## src/rtl/mem_arb_pkg.sv

```systemverilog
// Shared types and constants for the memory port arbiter: FSM states, access
// types, default arbitration/watchdog limits and the timeout return pattern.
package mem_arb_pkg;

    typedef enum logic [1:0] {
        IDLE      = 2'd0,
        DATA_BUSY = 2'd1,
        INST_BUSY = 2'd2
    } arb_state_e;

    typedef enum logic [1:0] {
        ACC_LOAD  = 2'd0,
        ACC_STORE = 2'd1,
        ACC_FETCH = 2'd2
    } acc_type_e;

    localparam int          DEF_STARVE_LIMIT   = 4;
    localparam int          DEF_TIMEOUT_CYCLES = 16;
    localparam logic [31:0] TIMEOUT_DATA       = 32'hDEAD_BEEF;

endpackage

```

## src/rtl/mem_arb_watchdog.sv

```systemverilog
// Busy-cycle watchdog for the memory port arbiter. Counts cycles while 'run'
// is high and raises 'expired' during the LIMIT-th running cycle; 'clear'
// restarts the count at every grant.
module mem_arb_watchdog #(
    parameter int LIMIT = 16
) (
    input  logic clk,
    input  logic reset,
    input  logic clear,
    input  logic run,
    output logic expired
);

    localparam int            CW   = (LIMIT < 2) ? 1 : $clog2(LIMIT);
    localparam logic [CW-1:0] LAST = CW'(LIMIT - 1);

    logic [CW-1:0] cnt_q;
    logic [CW-1:0] cnt_d;

    assign expired = run & ~clear & (cnt_q == LAST);

    // Next count: restart on grant, advance while busy, wrap once expired.
    always_comb begin
        cnt_d = cnt_q;
        if (clear) begin
            cnt_d = '0;
        end else if (run) begin
            cnt_d = expired ? '0 : cnt_q + 1'b1;
        end
    end

    // Count register.
    always_ff @(posedge clk or posedge reset) begin
        if (reset) begin
            cnt_q <= '0;
        end else begin
            cnt_q <= cnt_d;
        end
    end

endmodule

```

## src/rtl/mem_port_arbiter.sv

```systemverilog
// Two-requester arbiter (instruction fetch, data load/store) in front of a
// single memory port. Data normally wins; fetch wins after STARVE_LIMIT
// consecutive losses. Optional busy watchdog: define MEM_PORT_ARB_TIMEOUT_EN.
module mem_port_arbiter
    import mem_arb_pkg::*;
#(
    parameter int STARVE_LIMIT   = DEF_STARVE_LIMIT,
    parameter int TIMEOUT_CYCLES = DEF_TIMEOUT_CYCLES
) (
    input  logic        clk,
    input  logic        reset,
    input  logic        if_req,
    input  logic [31:0] if_address,
    output logic        if_valid,
    output logic [31:0] if_data,
    input  logic        dm_load,
    input  logic        dm_store,
    input  logic [31:0] dm_address,
    input  logic [31:0] dm_wdata,
    output logic        dm_valid,
    output logic [31:0] dm_rdata,
    output logic [31:0] m_address,
    output logic [31:0] m_data_write,
    output logic        m_write_enable,
    output logic        m_read_enable,
    input  logic        m_data_valid,
    input  logic [31:0] m_data_read,
    output logic        stall,
    output logic        bus_error
);

    localparam int            SW         = (STARVE_LIMIT < 1) ? 1 : $clog2(STARVE_LIMIT + 1);
    localparam logic [SW-1:0] STARVE_MAX = SW'(STARVE_LIMIT);

    arb_state_e    state_q;
    acc_type_e     acc_q;
    logic [SW-1:0] starve_q;
    logic [31:0]   addr_q;
    logic [31:0]   wdata_q;
    logic          if_valid_q;
    logic [31:0]   if_data_q;
    logic          dm_valid_q;
    logic [31:0]   dm_rdata_q;

    logic          busy;
    logic          dm_req;
    logic          fetch_win;
    logic          data_win;
    logic          wd_expired;
    logic          done;
    logic [31:0]   ret_data;

    assign busy      = (state_q != IDLE);
    assign dm_req    = dm_load | dm_store;
    // Fetch takes the port when data is idle or fetch has been starved long enough.
    assign fetch_win = ~busy & if_req & (~dm_req | (starve_q == STARVE_MAX));
    assign data_win  = ~busy & dm_req & ~fetch_win;

    // An access finishes on memory completion or, with the watchdog, on timeout.
    assign done      = m_data_valid | wd_expired;
    assign ret_data  = m_data_valid ? m_data_read : TIMEOUT_DATA;

    // Memory strobes decode from the latched access; reset clears state so
    // they drop without waiting for a clock.
    assign m_address      = addr_q;
    assign m_data_write   = wdata_q;
    assign m_write_enable = busy & (acc_q == ACC_STORE);
    assign m_read_enable  = busy & (acc_q != ACC_STORE);

    assign if_valid = if_valid_q;
    assign if_data  = if_data_q;
    assign dm_valid = dm_valid_q;
    assign dm_rdata = dm_rdata_q;

    // Freeze while an access is outstanding or while the losing requester waits.
    assign stall = ~reset & (busy | (if_req & dm_req));

    // Arbitration FSM: latch the winner in IDLE, hold it until completion,
    // then return the read data with a one-cycle valid pulse.
    always_ff @(posedge clk or posedge reset) begin
        if (reset) begin
            state_q    <= IDLE;
            acc_q      <= ACC_LOAD;
            starve_q   <= '0;
            addr_q     <= '0;
            wdata_q    <= '0;
            if_valid_q <= 1'b0;
            if_data_q  <= '0;
            dm_valid_q <= 1'b0;
            dm_rdata_q <= '0;
        end else begin
            if_valid_q <= 1'b0;
            dm_valid_q <= 1'b0;
            unique case (state_q)
                IDLE: begin
                    if (fetch_win) begin
                        state_q  <= INST_BUSY;
                        acc_q    <= ACC_FETCH;
                        addr_q   <= if_address;
                        starve_q <= '0;
                    end else if (data_win) begin
                        state_q <= DATA_BUSY;
                        acc_q   <= dm_store ? ACC_STORE : ACC_LOAD;
                        addr_q  <= dm_address;
                        wdata_q <= dm_wdata;
                        if (if_req && (starve_q != STARVE_MAX)) begin
                            starve_q <= starve_q + 1'b1;
                        end
                    end
                end
                DATA_BUSY: begin
                    if (done) begin
                        state_q    <= IDLE;
                        dm_valid_q <= 1'b1;
                        dm_rdata_q <= ret_data;
                    end
                end
                INST_BUSY: begin
                    if (done) begin
                        state_q    <= IDLE;
                        if_valid_q <= 1'b1;
                        if_data_q  <= ret_data;
                    end
                end
                default: state_q <= IDLE;
            endcase
        end
    end

`ifdef MEM_PORT_ARB_TIMEOUT_EN
    logic bus_error_q;

    mem_arb_watchdog #(
        .LIMIT(TIMEOUT_CYCLES)
    ) u_watchdog (
        .clk    (clk),
        .reset  (reset),
        .clear  (fetch_win | data_win),
        .run    (busy),
        .expired(wd_expired)
    );

    // Flag a bus error on the same edge the FSM abandons a timed-out access.
    always_ff @(posedge clk or posedge reset) begin
        if (reset) begin
            bus_error_q <= 1'b0;
        end else begin
            bus_error_q <= busy & ~m_data_valid & wd_expired;
        end
    end

    assign bus_error = bus_error_q;
`else
    assign wd_expired = 1'b0;
    assign bus_error  = 1'b0;

    // Keeps the timeout parameter referenced when the watchdog is compiled out.
    logic unused_timeout;
    assign unused_timeout = ^TIMEOUT_CYCLES;
`endif

endmodule

```

## config.mk

```make
export PLATFORM = sky130hd
export DESIGN_NAME = mem_port_arbiter
export DESIGN_NICKNAME = d
export VERILOG_FILES = /design/src/rtl/mem_arb_pkg.sv /design/src/rtl/mem_arb_watchdog.sv /design/src/rtl/mem_port_arbiter.sv
export SDC_FILE = /design/constraint.sdc
export NUM_CORES = 1
export LEC_CHECK = 0
export CAP_MARGIN = 30
export CORE_MARGIN = 5
export CORE_UTILIZATION = 30
export DETAILED_ROUTE_END_ITERATION = 8
export GPL_TIMING_DRIVEN = 0
export PLACE_DENSITY = 0.71
export SETUP_SLACK_MARGIN = 0.02
export SLEW_MARGIN = 20
export SYNTH_ARGS = -nofsm -noshare
export SYNTH_HDL_FRONTEND = slang
export SYNTH_SLANG_ARGS = --single-unit
```

## constraint.sdc

```tcl
create_clock -name clk -period 5.05 [get_ports clk]
set_clock_uncertainty 0.15 [all_clocks]
set_input_delay 1.515 -clock clk [delete_from_list [all_inputs] [get_ports clk]]
set_output_delay 1.515 -clock clk [all_outputs]
set_load 0.02 [all_outputs]
```

==> flow_summary.ini, run 1 <==
[status]
outcome = complete, no violations

[grt]
grt_pass1_wl_um = 26900
global_route.overflow_total = 0
vias_in_the_first_global_route = 4660
grt_start_max_net_pins = 33
antenna_violations_before_repair = 0
global_route.usage.total_pct = 15.8

[timing]
rsz0062_at_grt = no
timing.final.hold_violations = 0
min_period_ns = 4.78
final.period_utilization_pct = 94.6
finalHoldWorstSlack_ns = 0.342
final_max_slew_viol_count = 0
fmaxAchievable_ghz = 0.209
tns_ns = 0
setup_viol = 0

[cells_and_area]
area_growth_pct = 65.0
fill_cells = 1747
insertedDiodeCount = 0
drive_gt1_share_pct = 20.9
net_total_in_the_final_layout = 866

[route]
wirelength_um = 17200
drt-pass1-iter-count = 4
route.detailed.wl_per_inst_um = 17.7
drt.antenna.violating_nets = 0
detail_route.vias_per_cell = 4.67
drt_iter0_drc = 158
route.vias.total = 4547
route.detailed.drc = 0

[die]
floorplan_die_width_um = 147
initial_core_util_pct = 30.3
io-pin-count = 268
fp.dieH_um = 147
std_cell_rows = 50
floorplan.die_area_um2 = 21700
core_area_um2 = 18600

[worst_setup_path]
worst_r2r_startpoint = state_q[0]$_DFFE_PP0P_
critical_path.max_fanout = 6
cp_arrival_ns = 3.11
worst_setup_path_startpoint = dm_load
worstSetupStartpointType = input pin
crit_end = stall
worst_ep_required_time_ns = 3.39
setup.worst_path.class = in -> out
ff2ff_path_depth = 8
critical_path.reg2reg.endpoint = m_address[4]$_DFFE_PP0P_
setup.worst_path.end_class = primary output
worst_reg2reg_setup_slack_ns = 3.00

[yosys]
ys_ff_latch = 137
synth-async-reset-ratio_pct = 100
sequential_fraction_of_the_synthesis_area_pct = 60.7
ys.warnings.count = 0
netlist_top_cells_count = dfrtp_1 (137), mux2_2 (89), nand3_1 (34), o21ai_0 (34)
post_synth_inst_count = 438
syn-mean-instance-area_um2 = 12.9
synthDistinctLibCells = 29
synth-main-ff-cell = dfrtp_1
postSynthNetCount = 577
synthMostInstantiatedCell = dfrtp_1
synth_area_leader_cell = dfrtp_1
synth-edff-count = 0
synth_area_leaders = dfrtp_1 (61%), mux2_2 (18%), a31oi_1 (3.5%), nand3_1 (3.0%), o21ai_0 (3.0%)
area_share_of_the_largest_cell_type_after_synthesis_pct = 60.7
synth.cell_area_um2 = 5650

[cts]
cts_root_buffer = clkbuf_16
clock_sink_count = 137
post-cts-setup-buffer-count = 0
cts-hold-fix-buffers = 0
clock_path_buffers = 2
h-tree-depth = 4
clk-insertion-delay-late_ns = 0.41
post_cts_resized = 0
cts_inserted_buffers = 17
cts.clk_slew.worst_paths_ns = 0.06
tritoncts = built

[flow_run]
drv_cap = 0

[power]
vdd_drop_max_v = 0.000245
total_leakage_power_nw = 3.83
powerDensity_nw_per_um2 = 677

[placement]
portBuffers = 265
detailedPlacementHpwl_um = 13400
gpl.final_weighted_congestion = 0.765

[worst_hold_path]
min-delay-path-class = reg -> reg
[placed cells by master (no fill, tap or decap), drive strengths merged]
| master | count |
|---|---|
| nand3 | 34 |
| clkinvlp | 5 |
| o22ai | 1 |
| o31a | 1 |
| ha | 5 |
| buf | 28 |
| a2bb2oi | 1 |
| inv | 12 |
| mux2i | 2 |
| nor3 | 2 |
| nand2 | 4 |
| nor2 | 32 |
| a31oi | 33 |
| a32o | 1 |
| bufinv | 3 |
| dfrtp | 137 |
| clkinv | 3 |
| a21oi | 3 |
| and2 | 1 |
| mux2 | 96 |
| clkdlybuf4s50 | 265 |
| o2bb2ai | 1 |
| o21ai | 39 |
| conb | 1 |
| nor2b | 2 |
| clkbuf | 28 |
[kinds of logic after synthesis]
kind of cell	after synthesis	share of synthesized area, %
flip-flops	137	60.7
multiplexers	98	19.5
AO/OA/AOI/OAI	80	8.88
AND/OR/NAND/NOR	75	5.91
buffers and inverters	42	3.90
adder cells (fa/ha/maj)	5	1.11
other	1	0.0664
[power breakdown]
group          switching (mW)  total [mW]  leakage, nW  internal, mW
registers               0.268        1.91         1.63          1.65
logic                    1.56        3.12         1.92          1.56
clock network           0.490        1.29        0.287         0.796
total                    2.32        6.32         3.83          4.00
[flip-flops by register name (all words and copies together), names as in the netlist]
name / flops
starve_q: 3
m_data_write: 32
if_valid: 1
m_address: 32
if_data: 32
dm_rdata: 32
state_q: 2
dm_valid: 1
acc_q: 2
[stage by stage]
stage,area (um^2),power [mW],worst slack [ns],cells,util (%)
2_1_floorplan,5660,3.55,1.22,438,-
3_3_place_gp,8600,5.04,0.279,937,46.1
3_5_place_dp,8720,5.10,0.293,942,46.8
4_1_cts,9330,6.41,0.277,974,50.0
5_1_grt,9330,6.68,0.204,974,50.0
6_report,9330,6.32,0.273,974,50.0
[critical path, stage by stage]
cell	delay, ns
clkdlybuf4s50_1	0.66
o21ai_0	0.12
a21oi_1	0.19
clkdlybuf4s50_1	0.63
[layer usage]
| layer | share of wire, % | track usage [%] | routed length [um] | up-vias |
|---|---|---|---|---|
| met3 | 8.4 | 5.71 | 1440 | 18 |
| met4 | 1.3 | 4.71 | 227 | 0 |
| met2 | 48 | 25.9 | 8230 | 185 |
| met1 | 42 | 19.7 | 7300 | 2204 |
| li1 | - | - | - | 2140 |
| met5 | 0 | 0 | 0 | - |
[cell type report]
cell class	instances	area, um^2	area share [%]
tap	234	293	3.14
sequential	137	3430	36.8
timing repair buffer	270	2770	29.7
clock buffer	19	443	4.75
multi-input combinational	259	2000	21.5
inverter	10	41.3	0.443
buffer	32	183	1.96
clock inverter	13	169	1.81
[how the worst min path moves through the flow]
stage                                     start                           to  slack, ns  depth (start not counted)
finish              m_data_write[1]$_DFFE_PP0P_  m_data_write[1]$_DFFE_PP0P_       0.34                          1
detailed placement  m_data_write[1]$_DFFE_PP0P_  m_data_write[1]$_DFFE_PP0P_       0.33                          1
floorplan                  acc_q[0]$_DFFE_PP0P_         acc_q[0]$_DFFE_PP0P_       0.35                          2
global route        m_data_write[1]$_DFFE_PP0P_  m_data_write[1]$_DFFE_PP0P_       0.36                          1
global placement    m_data_write[1]$_DFFE_PP0P_  m_data_write[1]$_DFFE_PP0P_       0.32                          1
CTS                 m_data_write[1]$_DFFE_PP0P_  m_data_write[1]$_DFFE_PP0P_       0.34                          1
Power figures use the tool's default switching activity.
==> run 2: changes to the inputs <==
--- a/config.mk
+++ b/config.mk
@@ -10,7 +10,7 @@
 export CORE_UTILIZATION = 30
 export DETAILED_ROUTE_END_ITERATION = 8
 export GPL_TIMING_DRIVEN = 0
-export PLACE_DENSITY = 0.71
+export PLACE_DENSITY = 0.69
 export SETUP_SLACK_MARGIN = 0.02
 export SLEW_MARGIN = 20
 export SYNTH_ARGS = -nofsm -noshare
==> constraint.sdc (replaced) <==
create_clock -name clk -period 4.7 [get_ports clk]
set_clock_uncertainty 0.15 [all_clocks]
set_input_delay 1.41 -clock clk [delete_from_list [all_inputs] [get_ports clk]]
set_output_delay 1.41 -clock clk [all_outputs]
set_load 0.02 [all_outputs]
==> run 2 against run 1 <==
- worst setup slack lost 0.12 ns
- flip-flop and latch count is the same
- power grew 4.9%
- sequential power grew 7%
- routed wire length shrank 1.6%
- utilization shrank 0.54 points
- critical path type unchanged
- largest power group unchanged
==> flow_summary.ini, run 2 (synthesis results as in run 1) <==
[die]
std_cell_rows = 50
initial_core_util_pct = 30.3
floorplan.die_area_um2 = 21700
floorplan_die_width_um = 147
fp.dieH_um = 147
core_area_um2 = 18600
io-pin-count = 268

[cts]
clk-insertion-delay-late_ns = 0.41
post_cts_resized = 0
cts-hold-fix-buffers = 0
tritoncts = built
cts_inserted_buffers = 17
h-tree-depth = 4
post-cts-setup-buffer-count = 0
cts_root_buffer = clkbuf_16
cts.clk_slew.worst_paths_ns = 0.06
clock_sink_count = 137
clock_path_buffers = 2

[route]
wirelength_um = 16900
route.detailed.wl_per_inst_um = 17.4
drt_iter0_drc = 113
drt.antenna.violating_nets = 0
drt-pass1-iter-count = 4
route.detailed.drc = 0
route.vias.total = 4558
detail_route.vias_per_cell = 4.69

[cells_and_area]
area_growth_pct = 63.3
mostFrequentLayoutCell = clkdlybuf4s50_1
final_cell_mix = clkdlybuf4s50_1 (265), dfrtp_1 (137), mux2_2 (89)
fill_cells = 1701
drive_gt1_share_pct = 20.7
insertedDiodeCount = 0
net_total_in_the_final_layout = 865

[timing]
tns_ns = 0
rsz0062_at_grt = no
final_max_slew_viol_count = 0
final.period_utilization_pct = 96.7
fmaxAchievable_ghz = 0.220
slew_headroom_pct = 60.6
measured_slew_at_the_worst_slew_check_pin_ns = 0.590
finalHoldWorstSlack_ns = 0.334
timing.final.hold_violations = 0
min_period_ns = 4.54
setup_viol = 0

[worst_setup_path]
cell_repeated_most_along_the_worst_path = clkdlybuf4s50_1
setup.worst_path.class = in -> out
worst_ep_required_time_ns = 3.14
cp_top_family = buffers and inverters
critical_path.max_fanout = 6
setup.worst_path.end_class = primary output
worstSetupStartpointType = input pin
cp_arrival_ns = 2.98
crit_chain = clkdlybuf4s50_1 -> o21ai_0 -> a21oi_1 -> clkdlybuf4s50_1
cp_num_buf_inv = 2
crit_path_max_incr_delay_ns = 0.65
cp_slowest_cell = clkdlybuf4s50_1

[worst_hold_path]
min-delay-path-class = reg -> reg

[grt]
global_route.overflow_total = 0
global_route.usage.total_pct = 15.8
vias_in_the_first_global_route = 4765
grt_pass1_wl_um = 26900
antenna_violations_before_repair = 0
grt_start_max_net_pins = 34

[placement]
portBuffers = 265
gpl.final_weighted_congestion = 0.793
detailedPlacementHpwl_um = 13000

[power]
total_leakage_power_nw = 3.79
vdd_drop_max_v = 0.000325
powerDensity_nw_per_um2 = 718

[flow_run]
drv_cap = 0

[status]
outcome = complete, no violations
run 2: changes by cell type in the layout (fill, tap and decap cells not counted), sizes merged:
cell | previous run | this run
clkinvlp | 5 | 4
inv | 12 | 9
clkinv | 3 | 8
bufinv | 3 | 1
buf | 28 | 27
run 2: report_power, final:
| part | switching, mW | leakage (nW) | internal [mW] |
|---|---|---|---|
| clock network | 0.511 | 0.264 | 0.735 |
| registers | 0.286 | 1.63 | 1.77 |
| logic | 1.66 | 1.90 | 1.67 |
run 2: worst paths after layout:
check,startpoint,endpoint,slack [ns],depth (start not counted)
max,dm_load,stall,0.16,4
min,m_data_write[11]$_DFFE_PP0P_,m_data_write[11]$_DFFE_PP0P_,0.33,1
max reg2reg,state_q[1]$_DFFE_PP0P_,m_address[15]$_DFFE_PP0P_,2.70,7
min reg2reg,m_data_write[11]$_DFFE_PP0P_,m_data_write[11]$_DFFE_PP0P_,0.33,1
max in group asynchronous,reset,dm_rdata[10]$_DFFE_PP0P_,2.31,4
min in group asynchronous,reset,m_address[24]$_DFFE_PP0P_,1.28,2
run 2: metal layers:
layer	wire [um]	share of wire, %	track usage, %	vias up
li1	-	-	-	2138
met1	7090	42	19.0	2212
met2	8080	48	25.9	190
met3	1400	8.3	5.98	18
met4	352	2.1	5.59	0
met5	0	0	0	-
run 2: final cells by class:
cell class                 count  area, um^2  area share, %
clock buffer                  19         443           4.80
multi-input combinational    259        2000           21.7
timing repair buffer         269        2730           29.6
buffer                        32         183           1.98
inverter                      10        41.3          0.447
clock inverter                12         104           1.13
tap                          234         293           3.17
sequential                   137        3430           37.2
run 2: metrics by stage:
stage          setup WS (ns)  cell area, um^2  power (mW)  utilization (%)  std cells
5_1_grt               0.0744             9230        7.03             49.5        972
3_5_place_dp           0.171             8680        5.45             46.6        941
3_3_place_gp          0.0341             8600        5.41             46.1        937
2_1_floorplan           1.08             5660        3.81                -        438
4_1_cts                0.154             9230        6.73             49.5        972
6_report               0.156             9230        6.63             49.5        972
==> run 3: changes to the inputs <==
--- a/config.mk
+++ b/config.mk
@@ -6,7 +6,6 @@
 export NUM_CORES = 1
 export LEC_CHECK = 0
 export CAP_MARGIN = 30
-export CORE_MARGIN = 5
 export CORE_UTILIZATION = 30
 export DETAILED_ROUTE_END_ITERATION = 8
 export GPL_TIMING_DRIVEN = 0
==> run 3 against run 2 <==
- the run now ends with DRC left
- combinational power about the same
- final cell count decreased by 0.41%
- register-to-register slack got worse by 0.03 ns
- utilization increased by 1.5 points
- sequential power about the same
- cell area increased by 0.72%
- via count increased by 2.5%
- routed wire length decreased by 0.92%
- worst setup slack got worse by 0.021 ns
- worst hold slack improved by 0.0087 ns
- critical path depth unchanged
- global-route usage increased by 1.8 points
- critical path type unchanged
- highest routed layer is now met5
==> flow_summary.ini, run 3 (synthesis results as in run 1) <==
[grt]
antenna_violations_before_repair = 1
grt_use_met3_pct = 6.09
peak_usage_layer_in_the_global_routing_report = met2
global_route.overflow_total = 0
global_route.usage.total_pct = 17.6
grt_start_max_net_pins = 37
met1_usage_pct = 19.2
use_met2_pct = 30.9
grt_pass1_wl_um = 26300
vias_in_the_first_global_route = 5029

[timing]
min_period_ns = 4.57
setup_viol = 0
rsz0062_at_grt = no
timing.final.hold_violations = 0
final_max_slew_viol_count = 0
tns_ns = 0
final.period_utilization_pct = 97.1
fmaxAchievable_ghz = 0.219

[route]
drt-pass1-iter-count = 8
detail_route.vias_per_cell = 4.83
route.vias.total = 4673
route.detailed.drc = 19
drt_iter0_drc = 157
wirelength_um = 16800
drt.antenna.violating_nets = 0
route.detailed.wl_per_inst_um = 17.3

[worst_setup_path]
crit_path_max_incr_delay_ns = 0.66
cp_arrival_ns = 3.01
setup.worst_path.end_class = primary output
crit_chain = clkdlybuf4s50_1 -> o21ai_0 -> a21oi_1 -> clkdlybuf4s50_1
cp_slowest_cell = clkdlybuf4s50_1
worstSetupStartpointType = input pin
cp_top_family = buffers and inverters
cell_repeated_most_along_the_worst_path = clkdlybuf4s50_1
critical_path.max_fanout = 6
worst_ep_required_time_ns = 3.14
cp_num_buf_inv = 2
setup.worst_path.class = in -> out

[cells_and_area]
mostFrequentLayoutCell = clkdlybuf4s50_1
final_cell_mix = clkdlybuf4s50_1 (265), dfrtp_1 (137), mux2_2 (89)
drive_gt1_share_pct = 21.0
finish.instance_area_um2 = 9290
insertedDiodeCount = 0
net_total_in_the_final_layout = 865
post_layout_nonfiller_instances = 968
area_growth_pct = 64.4

[power]
vdd_drop_max_v = 0.000270
powerDensity_nw_per_um2 = 730
total_leakage_power_nw = 3.81

[cts]
cts_inserted_buffers = 17
clock_path_buffers = 2
cts_root_buffer = clkbuf_16
post-cts-setup-buffer-count = 0
cts-hold-fix-buffers = 0
tritoncts = built
h-tree-depth = 4
clk-insertion-delay-late_ns = 0.41
clock_sink_count = 137
post_cts_resized = 0
cts.clk_slew.worst_paths_ns = 0.06

[die]
initial_core_util_pct = 31.0
io-pin-count = 268
core_area_um2 = 18200
floorplan.die_area_um2 = 19400
fp.dieH_um = 139
std_cell_rows = 49
floorplan_die_width_um = 139

[placement]
place_area_um2 = 8680
gpl.final_weighted_congestion = 0.796
portBuffers = 265
dp_cells = 936
detailedPlacementHpwl_um = 13000

[worst_hold_path]
min-delay-path-class = reg -> reg

[status]
failed_checks = DRC
outcome = complete, but fails checks

[flow_run]
drv_cap = 0
==> run 3: cell types whose count changed in the layout (fill, tap and decap cells not counted) <==
cell / change
buf_16: +1
inv_6: +1
clkinv_2: -3
bufinv_16: +2
clkinvlp_4: +2
buf_12: -1
clkbuf_1: -1
==> run 3: stage by stage <==
stage	hold slack [ns]	util (%)	power [mW]	setup slack (ns)
floorplan	0.349	-	3.81	1.08
global placement	0.320	47.2	5.35	0.181
detailed placement	0.329	47.7	5.47	0.152
CTS	0.343	51.0	6.86	0.137
global route	0.360	51.0	7.14	0.0485
finish	0.343	51.0	6.79	0.135
==> run 3: area by class of cell <==
class / count / area (um^2)
sequential: 137 / 3430
multi-input combinational: 259 / 2000
timing repair buffer: 269 / 2740
tap: 229 / 287
inverter: 10 / 41.3
clock buffer: 18 / 439
buffer: 32 / 183
clock inverter: 14 / 173
fill: 1553 / 8910
==> run 3: power breakdown <==
| part | switching (mW) | internal, mW |
|---|---|---|
| logic | 1.67 | 1.67 |
| registers | 0.307 | 1.77 |
| clock network | 0.520 | 0.850 |
| total | 2.50 | 4.29 |
==> run 3: final timing paths <==
check	slack, ns	startpoint	depth (start not counted)	to
worst max-delay path	0.13	dm_load	4	stall
worst min-delay path	0.34	m_data_write[2]$_DFFE_PP0P_	1	m_data_write[2]$_DFFE_PP0P_
worst max register to register	2.67	state_q[1]$_DFFE_PP0P_	7	m_data_write[7]$_DFFE_PP0P_
worst min register to register	0.34	m_data_write[2]$_DFFE_PP0P_	1	m_data_write[2]$_DFFE_PP0P_
max in group asynchronous	2.40	reset	4	if_data[9]$_DFFE_PP0P_
min in group asynchronous	1.22	reset	2	starve_q[2]$_DFFE_PP0P_
==> run 3: per-layer routing <==
metal	wire length, um	part of all wire (%)
met4	431	2.6
met1	6450	38
met2	8550	51
met3	1320	7.9
met5	11	0.066
